`src/rtl/sync_fifo_flags.sv`:
```
// sync_fifo_flags: single-clock FIFO with occupancy count, almost/full/empty flags and sticky errors.
// Define FIFO_FWFT_EN for first-word-fall-through reads; default is a registered 1-cycle read.
module sync_fifo_flags #(
  parameter int WIDTH    = 8,
  parameter int DEPTH    = 16,
  parameter int AF_LEVEL = DEPTH - 2,
  parameter int AE_LEVEL = 2
) (
  input  logic                     clk,
  input  logic                     rst,
  input  logic [WIDTH-1:0]         data_in,
  input  logic                     w_in,
  input  logic                     r_in,
  input  logic                     err_clr,
  output logic [WIDTH-1:0]         data_out,
  output logic                     fifo_full,
  output logic                     fifo_empty,
  output logic                     almost_full,
  output logic                     almost_empty,
  output logic [$clog2(DEPTH):0]   fill_count,
  output logic                     overflow,
  output logic                     underflow
);
  localparam int AW = $clog2(DEPTH);
  localparam logic [AW:0] FULL_LVL = (AW+1)'(DEPTH);
  localparam logic [AW:0] AF_LVL   = (AW+1)'(AF_LEVEL);
  localparam logic [AW:0] AE_LVL   = (AW+1)'(AE_LEVEL);
  logic [WIDTH-1:0] mem [DEPTH];
  logic [AW:0] wr_ptr, rd_ptr;
  logic rd_acc, wr_acc;
  assign fill_count   = wr_ptr - rd_ptr;
  assign fifo_full    = fill_count == FULL_LVL;
  assign fifo_empty   = fill_count == '0;
  assign almost_full  = fill_count >= AF_LVL;
  assign almost_empty = fill_count <= AE_LVL;
  assign rd_acc       = r_in && !fifo_empty;
  // a read at full frees the slot the simultaneous write lands in
  assign wr_acc       = w_in && (!fifo_full || rd_acc);
  always_ff @(posedge clk)
    if (wr_acc) mem[wr_ptr[AW-1:0]] <= data_in;
  always_ff @(posedge clk or negedge rst)
    if (!rst) begin
      wr_ptr    <= '0;
      rd_ptr    <= '0;
      overflow  <= 1'b0;
      underflow <= 1'b0;
    end else begin
      wr_ptr    <= wr_acc ? wr_ptr + 1'b1 : wr_ptr;
      rd_ptr    <= rd_acc ? rd_ptr + 1'b1 : rd_ptr;
      overflow  <= (w_in && !wr_acc) || (overflow && !err_clr);
      underflow <= (r_in && !rd_acc) || (underflow && !err_clr);
    end
`ifdef FIFO_FWFT_EN
  assign data_out = fifo_empty ? '0 : mem[rd_ptr[AW-1:0]];
`else
  always_ff @(posedge clk or negedge rst)
    if (!rst) data_out <= '0;
    else if (rd_acc) data_out <= mem[rd_ptr[AW-1:0]];
`endif
endmodule

```
`config.mk`:
```
export PLATFORM = sky130hd
export DESIGN_NAME = sync_fifo_flags
export DESIGN_NICKNAME = d
export VERILOG_FILES = /design/src/rtl/sync_fifo_flags.sv
export SDC_FILE = /design/constraint.sdc
export NUM_CORES = 1
export LEC_CHECK = 0
export ABC_AREA = 1
export CELL_PAD_IN_SITES_DETAIL_PLACEMENT = 2
export CELL_PAD_IN_SITES_GLOBAL_PLACEMENT = 2
export CORE_MARGIN = 1.5
export CORE_UTILIZATION = 40
export DETAILED_ROUTE_END_ITERATION = 10
export GPL_TIMING_DRIVEN = 1
export PLACE_DENSITY_LB_ADDON = 0.1
export SYNTH_ARGS = -nofsm -noshare
export SYNTH_HDL_FRONTEND = slang
export SYNTH_SLANG_ARGS = --single-unit
```
`constraint.sdc`:
```
create_clock -name clk -period 2.8 [get_ports clk]
set_input_delay 0.42 -clock clk [delete_from_list [all_inputs] [get_ports clk]]
set_output_delay 0.42 -clock clk [all_outputs]
set_load 0.02 [all_outputs]
```
# [After elaboration in Yosys (flattened, before gate mapping)]
# Memories as Yosys holds them, arrays and structs flattened. A register that Yosys moved wholly into a read port is not among the register bits.
# Cells that the tools add are included.
[op_classes] muxes=2 order_cmp=2 add_sub_neg=3 n_eq_ne=1 n_reduce_logical=16
[op_table] op="$add 5x1->5 const B" n=2
[op_table] op="$logic_and 1x1->1" n=6
[op_table] op="$logic_not 1->1" n=6
[op_table] op="$eq 5x5->1 const B" n=1
[op_table] op="$ge 5x4->1 const B" n=1
[op_table] op="$le 5x2->1 const B" n=1
[op_table] op="$logic_not 5->1" n=1
[op_table] op="$sub 5x5->5" n=1
[op_table] op="$logic_or 1x1->1" n=3
[op_table] op="$mux 1" n=2
[totals] n_memories=1 mem_bits_rw=128 out_inout_bits=19 in_bits=13 wordCells=29 ff_bits=12
[mem_list] memory="mem" depth=16 width=8 rd=1 rd_clocked_by_memory_dff=1 write_ports=1 line="28" rtl="logic [WIDTH-1:0] mem [DEPTH];"

# [Longest topological paths before layout]
# Gate-level depths: netlist (run 1).
[logic_depth] word_depth=9 ltp_mapped=15 ltp_nobuf=13

# [Least setup slack after synthesis (run 1)]
# Ideal clock, no wire load.
[synth_path] path_kind="register to register" startpoint="register wr_ptr[0]" endpoint="memory mem[12][0], enable pin" n_path_buf=1 setup_ns=0.370 t_required_ns=2.430 path_slack_ns=0.118 path_stages_with_launch=10 arrival_ns=2.312 synth_period_minus_slack_ns=2.682 cell_sequence="dfrtp_1 -> inv_1 -> ha_1 -> fa_1 -> xnor2_2 -> nor2_4 -> nand4_4 -> nand2_2 -> buf_2 -> nor2_1"
[synth_between] elab_chain_cells=8
[synth_lines] element="start: declaration" line="29" rtl="logic [AW:0] wr_ptr, rd_ptr;"
[synth_lines] element="start signal: assignment" line="48" rtl="wr_ptr <= wr_acc ? wr_ptr + 1'b1 : wr_ptr;"
[synth_lines] element="$sub 5x5->5 *" line="31" rtl="assign fill_count = wr_ptr - rd_ptr;"
[synth_lines] element="named net fill_count[2]" line="20" rtl="output logic [$clog2(DEPTH):0] fill_count,"
[synth_lines] element="$logic_not 5->1" line="33" rtl="assign fifo_empty = fill_count == '0;"
[synth_lines] element="$logic_not 1->1" line="36" rtl="assign rd_acc = r_in && !fifo_empty;"
[synth_lines] element="$logic_and 1x1->1" line="36"
[synth_lines] element="$logic_or 1x1->1 *" line="38" rtl="assign wr_acc = w_in && (!fifo_full || rd_acc);"
[synth_lines] element="$logic_and 1x1->1 *" line="38"
[synth_lines] element="$mux 1 *" line="40" rtl="if (wr_acc) mem[wr_ptr[AW-1:0]] <= data_in;"
[synth_lines] element="$mux 1 (implied by the code) *" line="40"
[synth_lines] element="end: declaration" line="28"
# The timed path passes the listed nets; every way through them passes the cells marked *.

# [Final worst setup path (run 1)]
[layout_path] startpoint="register wr_ptr[0]" endpoint="output port fifo_full"
[layout_between] elab_chain_cells=2
[layout_lines] element="$sub 5x5->5" line="31"
[layout_lines] element="$eq 5x5->1" line="32" rtl="assign fifo_full = fill_count == FULL_LVL;"
[layout_lines] element="end: declaration" line="16" rtl="output logic fifo_full,"
# Every way passes these cells.

==> results of run 1 <==
## worst min-delay path by stage
| stage | startpoint | end | slack [ps] | cells past startpoint |
|---|---|---|---|---|
| global route | data_out[7] | data_out[7] | 510 | 2 |
| global placement | data_out[7] | data_out[7] | 460 | 2 |
| floorplan | rst | data_out[0] | 120 | 0 |
| finish | data_out[6] | data_out[6] | 490 | 2 |
| CTS | data_out[6] | data_out[6] | 490 | 2 |
| detailed placement | data_out[6] | data_out[6] | 480 | 2 |
## placed cells by master (no fill, tap or decap), types with 3 or more instances in the layout
cell | synthesis | final
nor2_1 | 150 | 149
edfxtp_1 | 128 | 128
nand2_1 | 118 | 118
o21ai_0 | 66 | 66
nand3_1 | 35 | 33
buf_4 | 4 | 32
clkdlybuf4s50_1 | 0 | 24
inv_1 | 19 | 19
dfrtp_1 | 20 | 18
clkbuf_16 | 0 | 17
clkinv_1 | 7 | 9
ha_1 | 9 | 7
nand2_4 | 4 | 5
xor2_1 | 5 | 5
nand2_2 | 5 | 4
xnor2_1 | 3 | 3
nor2_4 | 2 | 3
bufinv_16 | 0 | 3
clkinvlp_4 | 0 | 3
buf_6 | 1 | 3
## sequential cells by signal, indices dropped and copies added, names as in the netlist
signal,cells
mem,128
underflow,1
wr_ptr,5
overflow,1
rd_ptr,5
data_out,8
## power by group
part	switching [W]	leakage [nW]	internal, W	total [W]
Sequential	0.000153	1.41	0.00271	0.00286
Clock	0.000915	0.279	0.00140	0.00231
Combinational	0.00291	1.32	0.00146	0.00437
Total	0.00398	3.01	0.00557	0.00955
## metrics by stage
stage	TNS (ps)	cell area, um2	total power (W)
after floorplan	0	6511	0.005491
after global placement	0	7179	0.006890
after detailed placement	-104.2	7179	0.007151
after CTS	0	7765	0.009490
after global routing	-176.4	7820	0.01013
final	0	7820	0.009550
## critical path: cells and delay by family, from the launching register on
kind | cells | cell delay, ps
adders and majority gates | 2 | 550
and+or+nand+nor | 5 | 710
buffers and inverters | 3 | 310
DFF | 1 | 360
## cell type report
| type | count | area, um2 |
|---|---|---|
| clock buffer | 19 | 432.9 |
| clock inverter | 13 | 156.4 |
| fill | 1637 | 8065 |
| inverter | 28 | 107.6 |
| multi-input combinational | 406 | 1944 |
| sequential | 148 | 4347 |
| tap | 216 | 270.3 |
| timing repair buffer | 63 | 561.8 |
## cell usage after synthesis
library cell    n  area (um2)
a21oi_1         2       10.01
buf_12          1       20.02
buf_2          12       60.06
buf_4           4       30.03
buf_6           1       11.26
clkbuf_1       10       37.54
clkinv_1        7       26.28
dfrtp_1        20       500.5
edfxtp_1      128        3844
fa_1            1       20.02
ha_1            9       112.6
inv_1          19       71.32
inv_2           1       3.750
inv_4           1       6.260
nand2_1       118       442.9
nand2_2         5       31.28
nand2_4         4       45.04
nand3_1        35       175.2
nand3b_1        1       7.510
nand4_4         1       21.27
nor2_1        150       563.0
nor2_4          2       22.52
nor2_8          1       20.02
nor4_1          1       6.260
o21ai_0        66       330.3
o22ai_1         1       6.260
xnor2_1         3       26.28
xnor2_2         1       16.27
xor2_1          5       43.79
## metal layers
layer | GRT usage | wire length [um] | up-vias
met1 | 0.3063 | 8450 | 2358
li1 | - | - | 2150
met3 | 0.04723 | 526 | 20
met4 | 0.08403 | 290 | 0
met2 | 0.4365 | 10220 | 64
met5 | 0 | 0 | -
## kinds of logic (layout without fill, tap and decap cells)
group                      after synthesis  after routing
AOI/OAI and AO/OA                       69             69
adders and majority gates               10             10
xor gates and xnor gates                 9              9
DFF                                    148            148
and+or+nand+nor                        318            318
buffers and inverters                   56            123
## what timing repair did
item                                    CTS  global route
hold buffers                              0             0
pin swaps                                 4             2
resized for setup                        28            13
setup buffers                             0             1
endpoints found under the setup margin    7            70
==> results.md, run 1 <==
- Status: completed
- CP max stage cell: dfrtp_1
- Starting Density: 0.4099
- Syn_nets: ~630
- Hold Fails Final Rpt: 0
- RePlAce Congestion: approximately 0.80
- Critical path, cell by cell: inv_1, ha_2, fa_2, nand3b_1, nand2_1, nand2_1, nand2_4, inv_1, nor2_4, buf_6
- Nets: roughly 690
- Clock Skew: about 7 ps
- Worst-path maximum fanout: 5
- YS warnings: 0
- Largest family of logic cells by synthesized area: simple AND/OR/NAND/NOR gates
- Critical Path AT: around 2400 ps
- CTS Buf Count: 17
- First drt pass iteration count: 4
- Final clock period utilization by the worst path: 0.9949
- Share of cells above drive strength 1: 0.1344
- Hold/Removal Path Class: register to register
- Drt initial violations: 196
- CTS root buf: clkbuf_16
- Fmax: between 300 and 400 MHz
- Synth Register Bits: 148
- Critical path type: register to output pin
- Multiplexer share of the synthesized area: 0
- Vias in the first global route: between 5000 and 6000
- # Max-Cap Violations: 0
- Leakage: ~3 nW
- Endpoints failing setup: 0
- Pin count of the biggest net entering global routing: 69
- Max-slew headroom: 0.2808
- Sequential fraction of the synthesis area: 0.6672
- Longest Clk Path Bufs: 2
- Die height: between 100 and 150 um
- Syn_area_per_cell: around 11 um2
- Die area: ~17000 um2
- CP max stage delay: ~360 ps
- Netlist cell types: 29
- R2R cell count: 10
- Cell Area, Synth: 6511 um2
- Post-Synth Adder-Cell Area: 0.02037
- RSZ-0062 raised after global routing: yes
- Port bufs: 31
- Final core utilization: 0.4923
- RR Endpoint: mem[9][7]
- Worst slack, placed: -68.09 ps
- Routed WL per cell: roughly 22 um
- Area Growth Syn to Fin: 20.10%
- Core footprint: about 16000 um2
- Clock Pin Slew Worst Setup and Hold Paths: 60 ps
- GRT overflow: 0
- Post-Route WL: roughly 19 mm
- Initial antenna violation count: 0
- Minimum clock period: between 2000 and 3000 ps
- # rows: 46
- CTS tree: yes
- R2r setup slk: approximately 230 ps
- Termination of the worst setup path: fifo_full
- Overall via count from detail_route: 4592
- Max VDD drop: 0.5117 mV
- First-pass GRT wire length: 30.19 mm
- Crit. End Element: output pin
- Post-route insts no fill: between 800 and 900
- Final ANT Viol Nets: 0
- CP startpoint: wr_ptr[0]
- Tot GR Track Use: 0.2475
- Gate Count Post-Synth: just over 600
- DP Wirelength: approximately 13 mm
- H-Tree Depth: 4
- Post-layout worst setup margin: between 10 and 15 ps
- CP required: approximately 2400 ps
- Simple-Gate Fraction of Synth Area: 0.2050
- Worst-margin pin slew: approximately 1100 ps
- DRC errors left: 0
- Critical path launch point type: register
- Pwr dens: 1221 nW/um2
- Via-to-Cell Ratio: between 5 and 6
- Worst skew pair latency: approximately 430 ps
- Clk sink count: roughly 150
- R2R Path Start: wr_ptr[0]
- Post-Synth XOR/XNOR Area: 0.01326
- Final Max Slew Viols: 0
- Complex-gate fraction of the synthesized area: 0.05323
- Chip Width: around 130 um
- Inst Count DP: 860
- I/O pin count: 32
- Hold Slack: approximately 490 ps
- Ant diodes: 0
Power figures use the tool's default switching activity.
==> run 2: changes to the inputs <==
- clock period: 2.8 -> 3 ns (I/O delays scaled with it)
==> run 2 against run 1 <==
First-iteration DRC count rose by 10%. Critical path depth fell by 2. Critical endpoint is now almost_empty. Routed wire length fell by 1.8%. Clock power fell by 5%. Global-route usage fell by 0.55 points.
==> results.md, run 2 (synthesized netlist as in run 1, its figures left out) <==
- Hold/Removal Path Class: register to register (unchanged)
- Placed Area: 7159 um2 (was 7179 um2)
- Clock power share: 0.251 (was 0.242)
- M1 GR Usage: 0.3054 (was 0.3063)
- Worst skew pair latency: 430 ps (about the same)
- Clock Skew: 6.502 ps (was 7.061 ps)
- CTS tree: yes (unchanged)
- First drt pass iteration count: 4 (unchanged)
- CP required: 2550 ps (was 2380 ps)
- Longest Clk Path Bufs: 2 (unchanged)
- Minimum clock period: between 2000 and 3000 ps
- Fill count: 1652 (was 1637)
- Pwr dens: 1127 nW/um2 (was 1221 nW/um2)
- DP Wirelength: 12.54 mm (was 12.59 mm)
- Final Max Slew Viols: 0 (unchanged)
- Max-slew headroom: 0.2677 (was 0.2808)
- Hold_sp: data_out[2] (was data_out[6])
- Max VDD drop: 0.4879 mV (was 0.5117 mV)
- Post-Route WL: 19.14 mm (was 19.49 mm)
- CP startpoint: wr_ptr[0] (unchanged)
- # Max-Cap Violations: 0 (unchanged)
- Port bufs: 31 (unchanged)
- Critical path, cell by cell: inv_1, ha_1, fa_2, nand3b_1, nand3_1, nand2_4, nor4_1, buf_2 (was inv_1, ha_2, fa_2, nand3b_1, nand2_1, nand2_1, nand2_4, inv_1, nor2_4, buf_6)
- Most common cell after layout, fill and taps aside: nor2_1 (unchanged)
- Routed WL per cell: 21.46 um (was 21.82 um)
- H-Tree Depth: 4 (unchanged)
- Initial antenna violation count: 0 (unchanged)
- CP max stage cell: fa_2 (was dfrtp_1)
- Starting Density: 0.4099 (unchanged)
- Critical path type: register to output pin (unchanged)
- Final clock period utilization by the worst path: 0.9541
- CP max stage delay: 360 ps (about the same)
- Termination of the worst setup path: almost_empty (was fifo_full)
- Ant diodes: 0 (unchanged)
- R2r setup slk: 200 ps (was 230 ps)
- Worst slack, placed: -15.98 ps (was -68.09 ps)
- Setup TNS Final: 0 ps (unchanged)
- Fmax: between 300 and 400 MHz
- Critical path launch point type: register (unchanged)
- Switching share of total power: 0.4175 (was 0.4165)
- Drt initial violations: 216 (was 196)
- First-pass GRT wire length: 29.44 mm (was 30.19 mm)
- Sequential share of power: 0.306 (was 0.300)
- Chip Width: 130.6 um (unchanged)
- Clock Pin Slew Worst Setup and Hold Paths: 60 ps (about the same)
- Die area: 17050 um2 (unchanged)
- Clk sink count: 148 (unchanged)
- Share of cells above drive strength 1: 0.1257 (was 0.1344)
- Tot GR Track Use: 0.2421 (was 0.2475)
- Int Pwr: 0.005095 W (was 0.005572 W)
- Overall via count from detail_route: 4614 (was 4592)
- Die height: 130.6 um (unchanged)
- Design Area, Final: 7759 um2 (was 7820 um2)
- Worst-path maximum fanout: 5 (unchanged)
- Vias in the first global route: 5066 (was 5210)
- RePlAce Congestion: 0.7893 (was 0.7998)
- CTS Buf Count: 17 (unchanged)
- Worst-margin pin slew: 1095 ps (was 1075 ps)
- Hold_buf cts: 0 (unchanged)
- R2R cell count: 10 (unchanged)
- Leakage: 3.015 nW (was 3.009 nW)
- Pin count of the biggest net entering global routing: 69 (unchanged)
- I/O pin count: 32 (unchanged)
- Critical Path AT: 2410 ps (was 2370 ps)
- Busiest grt layer: met2 (unchanged)
- Psw: 0.003652 W (was 0.003978 W)
- R2R Path Start: wr_ptr[0] (unchanged)
- Hold Slack: 474.7 ps (was 487.1 ps)
- Nets: 686 (was 687)
- Final ANT Viol Nets: 0 (unchanged)
- Gate power share: 0.443 (was 0.458)
- RR Endpoint: mem[0][1] (was mem[9][7])
- Hold Fails Final Rpt: 0 (unchanged)
- GR Layer Usage met2: 0.4195 (was 0.4365)
- Core footprint: 15890 um2 (unchanged)
- CTS root buf: clkbuf_16 (unchanged)
- GRT overflow: 0 (unchanged)
- Crit. End Element: output pin (unchanged)
- Via-to-Cell Ratio: 5.173 (was 5.142)
- Post-layout worst setup margin: 137.7 ps (was 14.41 ps)
- Commonest non-fill, non-tap cells in the layout: 149 x nor2_1, 128 x edfxtp_1, 118 x nand2_1, 66 x o21ai_0, 35 x nand3_1 (was 149 x nor2_1, 128 x edfxtp_1, 118 x nand2_1, 66 x o21ai_0, 33 x nand3_1)
- DRC errors left: 0 (unchanged)
- # rows: 46 (unchanged)
- Area Growth Syn to Fin: 19.16% (was 20.10%)
- Endpoints failing setup: 0 (unchanged)
- Status: completed (unchanged)
- Grt met3 use: 0.03827 (was 0.04723)
- Max FFs per register: 128 (unchanged)
-- run 2: metal layers --
metal / wire length, um / share of wire
met5: 0 / 0
met1: 8542 / 0.45
met4: 467 / 0.024
met2: 9803 / 0.51
met3: 325 / 0.017
-- run 2: stage by stage --
stage | power [W] | std cells | util
final | 0.008747 | 892 | 0.4884
after global routing | 0.009263 | 892 | 0.4884
after CTS | 0.008833 | 892 | 0.4882
after global placement | 0.006428 | 859 | 0.4507
after floorplan | 0.005125 | 610 | -
after detailed placement | 0.006633 | 859 | 0.4507
-- run 2: power groups by stage --
stage / combinational (W) / clock (W) / sequential, W
2_1_floorplan: 0.00236 / 0 / 0.00276
3_3_place_gp: 0.00373 / 0 / 0.00270
3_5_place_dp: 0.00391 / 0 / 0.00272
4_1_cts: 0.00393 / 0.00223 / 0.00268
5_1_grt: 0.00426 / 0.00229 / 0.00270
6_report: 0.00387 / 0.00220 / 0.00268
-- run 2: how the worst min path moves through the flow --
stage,end,slack (ps),cells after the start
after CTS,data_out[2],480,2
after detailed placement,data_out[2],460,2
final,data_out[2],470,2
after global routing,data_out[7],500,2
after global placement,data_out[7],460,2
after floorplan,data_out[0],150,0
-- run 2: timing repair --
action / in CTS / in global routing
pin swaps: 0 / 1
resized for setup: 19 / 5
setup buffers: 1 / 0
setup endpoints to repair: 6 / 33
-- run 2: worst max-delay path: cells and delay by family, from the launching register on --
kind	cells	cell delay [ps]
AND/OR/NAND/NOR	4	700
adder cells (fa/ha/maj)	2	610
flip-flops	1	350
buffers and inverters	2	310
-- run 2: area by class of cell --
| cell class | count | area, um2 | area share |
|---|---|---|---|
| flip-flops and latches | 148 | 4345 | 0.5601 |
| multi-input cells | 406 | 1906 | 0.2456 |
| repair buffers | 62 | 525.5 | 0.06773 |
| clock buffers | 17 | 425.4 | 0.05483 |
| well taps | 216 | 270.3 | 0.03483 |
| clock inverters | 15 | 178.9 | 0.02306 |
| inverters | 28 | 107.6 | 0.01387 |
